### src/rtl/fc_pkg.sv
// Shared types and constants for the fully-connected array result path.
// No logic of its own: widths, FSM state encoding, saturation bounds, column priority helper.
package fc_pkg;

    localparam int ACC_W = 44;
    localparam int RES_W = 8;
    localparam int NCOL  = 4;
    localparam int EXT_W = ACC_W + 1;

    localparam int RES_MAX = 127;
    localparam int RES_MIN = -128;

    typedef enum logic {
        S_IDLE,
        S_EMIT
    } state_t;

    // Index of the lowest set bit; 0 when no bit is set (callers check |v separately).
    function automatic logic [1:0] lowest_set(input logic [NCOL-1:0] v);
        logic [1:0] r;
        r = '0;
        for (int i = NCOL - 1; i >= 0; i--) begin
            if (v[i]) begin
                r = 2'(i);
            end
        end
        return r;
    endfunction

endpackage

### src/rtl/fc_requant.sv
// Requantizes a 44-bit signed accumulator to 8 bits: round half up, arithmetic shift, saturate.
// Purely combinational (zero latency, no backpressure); FC_COLLECT_RELU_EN clamps negatives to 0.
module fc_requant
    import fc_pkg::*;
(
    input  logic [ACC_W-1:0] i_acc,
    input  logic [5:0]       i_shift,
    output logic [RES_W-1:0] o_res
);

    localparam logic signed [EXT_W-1:0] SAT_HI = EXT_W'(RES_MAX);
    localparam logic signed [EXT_W-1:0] SAT_LO = EXT_W'(RES_MIN);

    logic signed [EXT_W-1:0] w_ext;
    logic signed [EXT_W-1:0] w_bias;
    logic signed [EXT_W-1:0] w_t;
    logic        [RES_W-1:0] w_sat;

    always_comb begin
        w_ext  = $signed({i_acc[ACC_W-1], i_acc});
        w_bias = '0;
        // One extra bit of headroom keeps acc + half-LSB from overflowing at any legal shift.
        if (i_shift != 6'd0) begin
            w_bias = $signed(EXT_W'(1) << (i_shift - 6'd1));
        end
        w_t = (w_ext + w_bias) >>> i_shift;

        if (w_t > SAT_HI) begin
            w_sat = RES_W'(RES_MAX);
        end else if (w_t < SAT_LO) begin
            w_sat = RES_W'(RES_MIN);
        end else begin
            w_sat = w_t[RES_W-1:0];
        end

`ifdef FC_COLLECT_RELU_EN
        if (w_sat[RES_W-1]) begin
            w_sat = '0;
        end
`endif
        o_res = w_sat;
    end

endmodule

### src/rtl/fc_result_collector.sv
// Captures the four column accumulators on done and streams requantized unmasked columns (FC_COLLECT_RELU_EN: ReLU).
// Latency: first beat valid the cycle after done; backpressure: beats hold while res_ready is low, done while busy is dropped.
module fc_result_collector
    import fc_pkg::*;
#(
    parameter int SHIFT_L0 = 12,
    parameter int SHIFT_L1 = 10,
    parameter int SHIFT_L2 = 10,
    parameter int SHIFT_L3 = 8
) (
    input  logic             clk,
    input  logic             rst_fsm,
    input  logic             done,
    input  logic [1:0]       layer_fc,
    input  logic [NCOL-1:0]  ckg_cmask,
    input  logic [ACC_W-1:0] o_data1,
    input  logic [ACC_W-1:0] o_data2,
    input  logic [ACC_W-1:0] o_data3,
    input  logic [ACC_W-1:0] o_data4,
    output logic [RES_W-1:0] res_data,
    output logic [1:0]       res_col,
    output logic             res_valid,
    input  logic             res_ready,
    output logic             res_last,
    output logic             busy,
    output logic             drop_err
);

    state_t           r_state;
    state_t           w_state_nxt;
    logic [1:0]       r_idx;
    logic [1:0]       w_idx_nxt;
    logic [ACC_W-1:0] r_hold [NCOL];
    logic [5:0]       r_shift;
    logic [5:0]       w_shift_in;
    logic [NCOL-1:0]  r_mask;
    logic [NCOL-1:0]  w_live_in;
    logic [NCOL-1:0]  w_above;
    logic             w_capture;
    logic             w_last;
    logic             w_busy;
    logic             r_drop_err;
    logic [ACC_W-1:0] w_sel;
    logic [RES_W-1:0] w_res;

    always_comb begin
        unique case (layer_fc)
            2'd0:    w_shift_in = 6'(SHIFT_L0);
            2'd1:    w_shift_in = 6'(SHIFT_L1);
            2'd2:    w_shift_in = 6'(SHIFT_L2);
            default: w_shift_in = 6'(SHIFT_L3);
        endcase
    end

    assign w_live_in = ~ckg_cmask;
    // Unmasked columns strictly above the current index.
    assign w_above   = ~r_mask & (4'b1110 << r_idx);
    assign w_last    = ~(|w_above);
    assign w_busy    = (r_state == S_EMIT);
    assign w_sel     = r_hold[r_idx];

    always_comb begin
        w_state_nxt = r_state;
        w_idx_nxt   = r_idx;
        w_capture   = 1'b0;
        unique case (r_state)
            S_IDLE: begin
                if (done) begin
                    w_capture = 1'b1;
                    if (|w_live_in) begin
                        w_state_nxt = S_EMIT;
                        w_idx_nxt   = lowest_set(w_live_in);
                    end
                end
            end
            S_EMIT: begin
                if (res_ready) begin
                    if (w_last) begin
                        w_state_nxt = S_IDLE;
                    end else begin
                        w_idx_nxt = lowest_set(w_above);
                    end
                end
            end
            default: w_state_nxt = S_IDLE;
        endcase
    end

    always_ff @(posedge clk or negedge rst_fsm) begin
        if (!rst_fsm) begin
            r_state    <= S_IDLE;
            r_idx      <= '0;
            r_shift    <= '0;
            r_mask     <= '0;
            r_drop_err <= 1'b0;
            for (int i = 0; i < NCOL; i++) begin
                r_hold[i] <= '0;
            end
        end else begin
            r_state <= w_state_nxt;
            r_idx   <= w_idx_nxt;
            // Pre-edge state decides, so a done on the final handshake edge is also dropped.
            if (done && w_busy) begin
                r_drop_err <= 1'b1;
            end
            if (w_capture) begin
                r_hold[0] <= o_data1;
                r_hold[1] <= o_data2;
                r_hold[2] <= o_data3;
                r_hold[3] <= o_data4;
                r_shift   <= w_shift_in;
                r_mask    <= ckg_cmask;
            end
        end
    end

    fc_requant u_requant (
        .i_acc   (w_sel),
        .i_shift (r_shift),
        .o_res   (w_res)
    );

    assign res_data  = w_res;
    assign res_col   = r_idx;
    assign res_valid = w_busy;
    assign res_last  = w_busy & w_last;
    assign busy      = w_busy;
    assign drop_err  = r_drop_err;

endmodule

### config.mk
export PLATFORM = sky130hd
export DESIGN_NAME = fc_result_collector
export DESIGN_NICKNAME = d
export VERILOG_FILES = /design/src/rtl/fc_pkg.sv /design/src/rtl/fc_requant.sv /design/src/rtl/fc_result_collector.sv
export SDC_FILE = /design/constraint.sdc
export NUM_CORES = 1
export LEC_CHECK = 0
export BUFFER_PORTS_ARGS = -buffer_cell sky130_fd_sc_hd__clkbuf_2
export CAP_MARGIN = 10
export CORE_AREA = 4 4 149 151
export CTS_BUF_LIST = sky130_fd_sc_hd__clkbuf_4 sky130_fd_sc_hd__clkbuf_8
export DETAILED_ROUTE_END_ITERATION = 6
export DIE_AREA = 0 0 153 155
export GPL_TIMING_DRIVEN = 1
export HOLD_SLACK_MARGIN = 0.08
export PLACE_DENSITY = 0.95
export SLEW_MARGIN = 10
export SYNTH_ARGS = -nofsm -noshare
export SYNTH_HDL_FRONTEND = slang
export SYNTH_SLANG_ARGS = --single-unit
### constraint.sdc
create_clock -name clk -period 16.1 [get_ports clk]
set_input_delay 2.415 -clock clk [delete_from_list [all_inputs] [get_ports clk]]
set_output_delay 2.415 -clock clk [all_outputs]
set_load 0.1 [all_outputs]
Word level (Yosys, flattened, before mapping):

Index checks and enable logic that the tools add are counted.
Widths: inputs -> output; s select.

* register bits: 190
* input bits: 186

* equality and inequality tests: 6
* bitwise operators: 7
* shifts and indexed selects: 3
* mux-type cells: 27
* $lt $le $gt $ge: 3
* add/subtract/negate cells: 2
* reductions and logical operators: 7

Operator list (number)
* $bmux 44 s2: 1
* $mux 44: 2
* $add 44x45->45: 1
* $gt 45x8->1 const B: 1
* $lt 45x8->1 const B: 1
* $mux 45: 1
* $shl 1x6->45 const A: 1
* $sshr 45x6->45: 1
* $mux 2: 12
* $mux 8: 2
* $not 4->4: 2
* $reduce_or 4->1: 2
* $mux 1: 6
* $ne 2x2->1 const B: 3
* $pmux 3 s2: 1
* $reduce_bool 6->1: 1
* $sub 6x1->6 const B: 1
* $and 4x4->4: 1
* $pmux 2 s2: 1
* $reduce_and 4->1: 1
* $shl 4x2->4 const A: 1
* $ge 3x3->1 const B: 1
* $not 2->3: 1
* $eq 2x1->1 const B: 1
* 8 further kinds: 9

Depth between registers and ports, before layout:

Gate-level depths: netlist of run 1.

* depth in word-level cells: 9
* depth in mapped cells: 23

Modules after synthesis:

A second synthesis of run 1 with hierarchy kept.

* cell total of the unflattened synthesis: 1663
* area, all modules: 15922.8 um^2

Modules (own cells, without submodules)
* fc_result_collector: area an instance 8528.2 um^2, sequential area each 4654.5 um^2, times used 1, cells each 477
* fc_requant: area an instance 7394.6 um^2, sequential area each 0.0 um^2, times used 1, cells each 1186

Worst setup path after synthesis of run 1:

No wires, ideal clock.

* kind: reg-to-output
* start point: register r_idx[0] (netlist: res_col[0])
* end point: output port res_data[0]
* arrival: 7.516 ns
* slack: 6.169 ns
* buffers on the path: 7
* cell stages (with the launch flop): 23
* cells stage by stage: dfrtp_1 buf_6 buf_6 buf_6 buf_6 buf_2 buf_1 mux4_2 ha_1 clkbuf_1 nor2b_1 o2bb2ai_1 a21oi_1 or4b_1 nand3_1 xor2_1 o2bb2ai_1 or2_2 or3b_1 a2111oi_2 nand4_1 o41a_4 o21bai_2

* cells in the longest elaborated chain, start to end: 9
* elaborated cells on any way between the ends: 10

RTL lines
* start: declaration: line fc_result_collector.sv:31 `logic [1:0] r_idx;`
* start signal: assignment: line fc_result_collector.sv:101 `r_idx <= w_idx_nxt;`
* $not 2->3 (implied by the code) (*): line fc_result_collector.sv:60 `assign w_sel = r_hold[r_idx];`
* $bmux 44 s2 (*): line fc_result_collector.sv:60
* $mux 44 (implied by the code) (*) (2 in a row): line fc_result_collector.sv:60
* $add 44x45->45 (*): line fc_requant.sv:26 `w_t = (w_ext + w_bias) >>> i_shift;`
* $sshr 45x6->45 (*): line fc_requant.sv:26
* $lt 45x8->1: line fc_requant.sv:30 `end else if (w_t < SAT_LO) begin`
* $mux 8: line fc_requant.sv:30
* $mux 8 (*): line fc_requant.sv:28 `if (w_t > SAT_HI) begin`
* end: declaration: line fc_result_collector.sv:20 `output logic [RES_W-1:0] res_data,`

Every way passes the cells marked *; elsewhere a longest branch is shown, timed or not. The select of a mux whose other input is x is not followed.

Final worst setup path of run 1:

* start point: register r_shift[2]
* end point: output port res_data[3]

* cells in the longest elaborated chain, start to end: 8
* elaborated cells on any way between the ends: 10

RTL lines
* start: declaration: line fc_result_collector.sv:34 `logic [5:0] r_shift;`
* start signal: assignment: line fc_result_collector.sv:111 `r_shift <= w_shift_in;`
* $sub 6x1->6: line fc_requant.sv:24 `w_bias = $signed(EXT_W'(1) << (i_shift - 6'd1));`
* $shl 1x6->45: line fc_requant.sv:24
* $mux 45: line fc_requant.sv:23 `if (i_shift != 6'd0) begin`
* $add 44x45->45: line fc_requant.sv:26
* $sshr 45x6->45 (*): line fc_requant.sv:26
* $lt 45x8->1: line fc_requant.sv:30
* $mux 8: line fc_requant.sv:30
* $mux 8 (*): line fc_requant.sv:28

Every way passes the cells marked *; elsewhere a longest branch is shown, timed or not.

==> key figures, run 1 <==
Outcome
  – Status: complete, no violations

Clock network
  – Post-CTS Setup Bufs: 0
  – CTS Hold Bufs: 0
  – TritonCTS clock tree: done
  – Clock root buffer: clkbuf_8
  – Clk sink count: 186
  – Htree depth: 4
  – Cts bufs inserted: 17
  – Max clock buf depth: 2
  – Worst-Skew Late Latency: 0.48 ns
  – Clock transition at path regs: 0.12 ns
  – Post-CTS resize count: 0

Critical path
  – Critical-path top delay cell: a211oi_1
  – Largest fanout on the critical path: 52
  – Max incr delay on CP: 0.71 ns
  – CP delay by family, top: compound AO/OA/AOI/OAI gates
  – Critical Path End Type: output port
  – Required time of the worst setup path: 13.69 ns
  – Critical-path cell list: buf_4, inv_1, nand2_1, clkinv_1, ha_1, nor3b_1, ha_1, nand2_1, o2bb2ai_1, a31oi_1, o41ai_2, o21ai_0, a211oi_1, nor2_1, a211oi_1, nand4b_1, o31a_1, o41a_4, o21bai_2, clkbuf_2
  – CP Class: reg -> out
  – CP arrival: 8.34 ns
  – Crit start category: flip-flop
  – Critical path buffer and inverter count: 4

Detailed routing
  – WL final: 49570 µm
  – DRT met1 WL: 17670 µm
  – Vias post-DR: 12930
  – Routed Antenna Nets: 0
  – Pre-antenna DRT Iters: 6
  – Initial DRC count: 1878
  – Met2 Routed Length: 22790 µm
  – # DRC: 0
  – Routed len/inst: 28.49 µm
  – Met3 Wirelength: 5796 µm
  – DR vias/cell: 7.433
  – Top sig layer: met4

Die
  – Initial Util: 0.6461
  – Die Y-Extent: 155 µm
  – Num ports: 200
  – Core box area: 20820 µm²
  – Total die area: 23720 µm²
  – # rows: 53
  – Die Wd: 153 µm

Global route
  – Number of global-route vias before repair: 12930
  – Tot GR Track Use: 0.4103
  – Total grt overflow: 0
  – Initial antenna violation count: 0
  – Largest net degree at the start of global routing: 188
  – First-pass GRT wire length: 75750 µm

Place
  – PortBufs: 199
  – GP Congestion: 1.018
  – Post-DP HPWL: 34580 µm
  – Placed instance area: 14570 µm²

Cells and area
  – Commonest non-fill, non-tap cells in the layout: mux2_2 (203), clkbuf_2 (198), dfrtp_1 (184)
  – Layout cells sized above 1: 0.3529
  – Net count, final: 1665
  – Number of diodes: 0
  – Fillers: 1351
  – Area Overhead vs Synth: 11.21%
  – Commonest non-fill, non-tap cell in the layout: mux2_2
  – Final core utilization: 0.7185
  – Fin area: 14960 µm²

STA
  – Slew @ Worst Pin: 1.015 ns
  – Rel. slew slack: 0.3146
  – Final period utilization: 0.6680
  – Tmin final: 10.76 ns
  – Max Slew Vio Count: 0
  – Final setup violation count: 0
  – F_max: 0.09298 GHz
  – Min Hold Slack: 0.5159 ns
  – Clk_skew: 0.01342 ns
  – RSZ-0062 raised after global routing: false
  – Setup TNS: 0 ns
  – Final hold violations: 0

Synth
  – Top FF cell, synth: dfrtp_1
  – Post-Syn Area per Cell: 10.40 µm²
  – Syn. warnings: 0
  – Post-Syn Area: 13450 µm²
  – Post-synth EDFFs: 0
  – Synth async-reset ratio: 1.000
  – Seq/Total Area, Yosys: 0.3460
  – Yosys cell types: 97
  – Seq cells post-synth: 186
  – Gate Count Post-Synth: 1294

Job
  – # Max-Cap Violations: 0

Min path
  – Min-Delay Path Class: reg -> reg
worst register-to-register path, delay by kind of cell, from the launching register on:
family | cells | cell delay [ns]
DFF | 1 | 0.81
buffers and inverters | 3 | 1.22
AOI/OAI and AO/OA | 3 | 0.48
and+or+nand+nor | 2 | 0.30
per-layer routing:
layer,vias up,global-route usage
met5,-,0
met4,0,0.2138
met3,284,0.09791
met2,1156,0.6622
met1,6170,0.5189
li1,5323,-
stage by stage:
| stage | instances | setup WS (ns) |
|---|---|---|
| 6_report | 1740 | 5.345 |
| 5_1_grt | 1740 | 4.977 |
| 4_1_cts | 1740 | 5.574 |
| 3_5_place_dp | 1708 | 6.263 |
| 3_3_place_gp | 1708 | 6.539 |
| 2_1_floorplan | 1302 | 6.170 |
kinds of logic after synthesis:
family / Yosys count / synth area share
compound gates: 304 / 0.1703
other cells: 1 / 0.0002788
xor+xnor: 33 / 0.02148
simple gates: 364 / 0.1394
flops: 186 / 0.3460
buf+inv: 99 / 0.03339
mux: 280 / 0.2640
fa+ha+maj: 27 / 0.02511
cells in the mapped netlist (all sizes together) (6+ instances only):
library cell | count | area [µm²]
a21oi | 47 | 239.0
mux4 | 38 | 870.8
nor4 | 9 | 56.30
nor2 | 64 | 240.2
or2 | 7 | 43.79
o31ai | 9 | 67.56
nand3 | 32 | 160.2
ha | 27 | 337.8
mux2i | 38 | 380.4
nor2b | 10 | 62.56
inv | 18 | 67.56
xor2 | 13 | 113.9
nor3 | 33 | 165.2
o2bb2ai | 6 | 52.55
nand2b | 9 | 56.30
and4 | 7 | 61.31
a211oi | 14 | 105.1
nand3b | 6 | 45.04
nand4 | 21 | 131.4
a31oi | 23 | 143.9
o21ai | 38 | 190.2
a311oi | 6 | 58.80
and3 | 7 | 43.79
o22a | 6 | 52.55
o22ai | 9 | 68.81
o21a | 9 | 68.82
buf | 23 | 163.9
a2111oi | 8 | 77.57
o221ai | 12 | 105.1
a221oi | 7 | 61.31
o21bai | 11 | 108.9
a211o | 7 | 61.31
nand4b | 10 | 87.58
o211ai | 9 | 67.56
a31o | 7 | 70.07
clkbuf | 57 | 214.0
mux2 | 204 | 2301
xnor2 | 20 | 175.2
dfrtp | 186 | 4654
nand2 | 105 | 394.1
and2 | 22 | 140.1
a21o | 10 | 75.07
path summary, 6_finish.rpt:
path                       startpoint          end  slack (ns)  cells past startpoint
max                        r_shift[2]  res_data[3]        5.34                     20
min                        r_hold[38]   r_hold[38]        0.52                      1
max reg2reg                res_col[0]   res_col[0]       13.17                      8
min reg2reg                r_hold[38]   r_hold[38]        0.52                      1
max in group asynchronous     rst_fsm   res_col[0]       12.33                      2
min in group asynchronous     rst_fsm   r_hold[96]        2.04                      1
registers in the layout, indices dropped and copies added (netlist names):
signal / flops
r_hold: 176
r_shift: 3
res_col: 2
drop_err: 1
r_mask: 3
busy: 1
layout make-up:
class                           instances  area (µm²)  area share
Multi-Input combinational cell       1017        8387      0.5606
Sequential cell                       186        4662      0.3116
Timing Repair Buffer                  211        1105     0.07385
Tap cell                              275       344.1     0.02300
Clock buffer                           18       241.5     0.01614
Clock inverter                         14       150.1     0.01004
Inverter                               19       71.32    0.004767
Power of run 1 is left out: the tool's default activity adds up to more than one toggle a clock period on the data nets, which glitch-free logic cannot reach.
==> run 2, diff against run 1 <==
Settings changed: CORE_AREA 4 4 149 151 to 4 4 155 157, DIE_AREA 0 0 153 155 to 0 0 159 161, PLACE_DENSITY 0.95 to 0.9.
Clock period 16.1 ns to 11.1 ns, I/O delays scaled along.
==> run 2 against run 1 <==
Net effect: global-route usage fell by 6.3 points; sequential share of layout area fell by 0.078 points; cell count rose by 0.69%.
==> key figures, run 2 (synthesis results as in run 1) <==
Outcome
  – Status: complete, no violations

Cells and area
  – Commonest non-fill, non-tap cell in the layout: mux2_2
  – Net count, final: 1666
  – Non-filler cells, final: 1752
  – Biggest register: r_hold
  – Area Overhead vs Synth: 11.49%
  – Commonest non-fill, non-tap cells in the layout: mux2_2 (203), clkbuf_2 (198), dfrtp_1 (184)
  – Max FFs per register: 176
  – Regs by FF count: r_hold: 176 flops, r_mask: 3 flops, r_shift: 3 flops
  – Layout cells sized above 1: 0.3540
  – Final core utilization: 0.6665
  – Fin area: 15000 µm²

Min path
  – Worst Hold Depth: 1
  – Hold Startpoint: drop_err
  – Hold EP: drop_err
  – Min-Delay Path Class: reg -> reg

Clock network
  – Max clock buf depth: 2
  – TritonCTS clock tree: done
  – Clk sink count: 186
  – Cts bufs inserted: 17
  – Post-CTS Setup Bufs: 0
  – Htree depth: 4
  – Clock root buffer: clkbuf_8
  – Post-CTS resize count: 0
  – Worst-Skew Late Latency: 0.49 ns
  – Clock transition at path regs: 0.11 ns
  – CTS Hold Bufs: 0

STA
  – Final hold violations: 0
  – RSZ-0062 raised after global routing: false
  – Final period utilization: 0.8788
  – Slew @ Worst Pin: 1.100 ns
  – Setup TNS: 0 ns
  – Clk_skew: 0.01196 ns
  – Tmin final: 9.754 ns
  – Final setup violation count: 0
  – F_max: 0.1025 GHz
  – Rel. slew slack: 0.2638
  – Max Slew Vio Count: 0

Critical path
  – CP Class: reg -> out
  – Register-to-register setup slack: 8.45 ns
  – R2R depth: 4
  – Crit start category: flip-flop
  – Largest fanout on the critical path: 52
  – Required time of the worst setup path: 9.44 ns
  – Critical Path End Type: output port
  – Worst setup startpoint: r_shift[2]
  – CP arrival: 8.09 ns
  – Reg-to-Reg End: r_hold[136]
  – RR Startpoint: busy

Global route
  – Largest net degree at the start of global routing: 106
  – First-pass GRT wire length: 70790 µm
  – Tot GR Track Use: 0.3476
  – Number of global-route vias before repair: 12350
  – Total grt overflow: 0
  – Initial antenna violation count: 1

Job
  – # Max-Cap Violations: 0

Place
  – Placed Cells: 1719
  – PortBufs: 199
  – Post-DP HPWL: 33260 µm
  – Placed instance area: 14580 µm²
  – GP Congestion: 1.042

Detailed routing
  – Initial DRC count: 1622
  – DR vias/cell: 7.010
  – Routed len/inst: 25.88 µm
  – Pre-antenna DRT Iters: 6
  – Routed Antenna Nets: 0
  – WL final: 45350 µm
  – # DRC: 0
  – Vias post-DR: 12280

Die
  – Die Wd: 159 µm
  – Core box area: 22500 µm²
  – Initial Util: 0.5978
  – # rows: 55
  – Num ports: 200
  – Total die area: 25600 µm²
  – Die Y-Extent: 161 µm
==> run 2: cell type report <==
cell class / instances / area [µm²]
diodes: 1 / 2.502
flip-flops and latches: 186 / 4662
clock inverters: 15 / 180.2
inverters: 19 / 71.32
well taps: 285 / 356.6
multi-input cells: 1017 / 8392
fillers: 1606 / 7505
repair buffers: 212 / 1100
clock buffers: 17 / 234.0
==> run 2: worst max-delay path, stage by stage (launching register included) <==
cell	delay [ns]
dfrtp_1	0.34
buf_4	0.47
inv_1	0.12
nand2_1	0.28
clkinv_1	0.57
ha_1	0.52
nand2b_1	0.24
nor2_1	0.15
ha_1	0.31
and3_1	0.23
a221o_1	0.41
a31oi_1	0.49
o41ai_2	0.22
a41oi_1	0.29
o21ai_0	0.17
xnor2_1	0.76
nand2_1	0.30
o32ai_1	0.41
nand4_1	0.13
nor4_1	0.26
a41oi_1	0.27
o21bai_2	0.27
clkbuf_2	0.37
==> run 2: routing by layer <==
layer / part of all wire / global-route usage / vias to the layer above
met4: 0.036 / 0.1183 / 0
li1: - / - / 5323
met5: 0 / 0 / -
met1: 0.37 / 0.4411 / 5946
met3: 0.11 / 0.09007 / 146
met2: 0.48 / 0.5841 / 867
==> run 2: stage by stage <==
step	setup WS, ns	hold WS [ns]
CTS	1.489	0.4811
global placement	2.241	0.4412
floorplan	1.920	0.4720
finish	1.346	0.4777
detailed placement	2.060	0.4542
global route	0.8836	0.5139
==> run 2: worst max-delay path by stage <==
stage / end / slack [ns] / cells past startpoint
final: res_data[3] / 1.35 / 22
after global routing: res_data[6] / 0.88 / 22
after CTS: res_data[3] / 1.49 / 22
after detailed placement: res_data[3] / 2.06 / 22
after global placement: res_data[6] / 2.24 / 22
after floorplan: res_data[0] / 1.92 / 22
Power of run 2 is left out for the same reason.
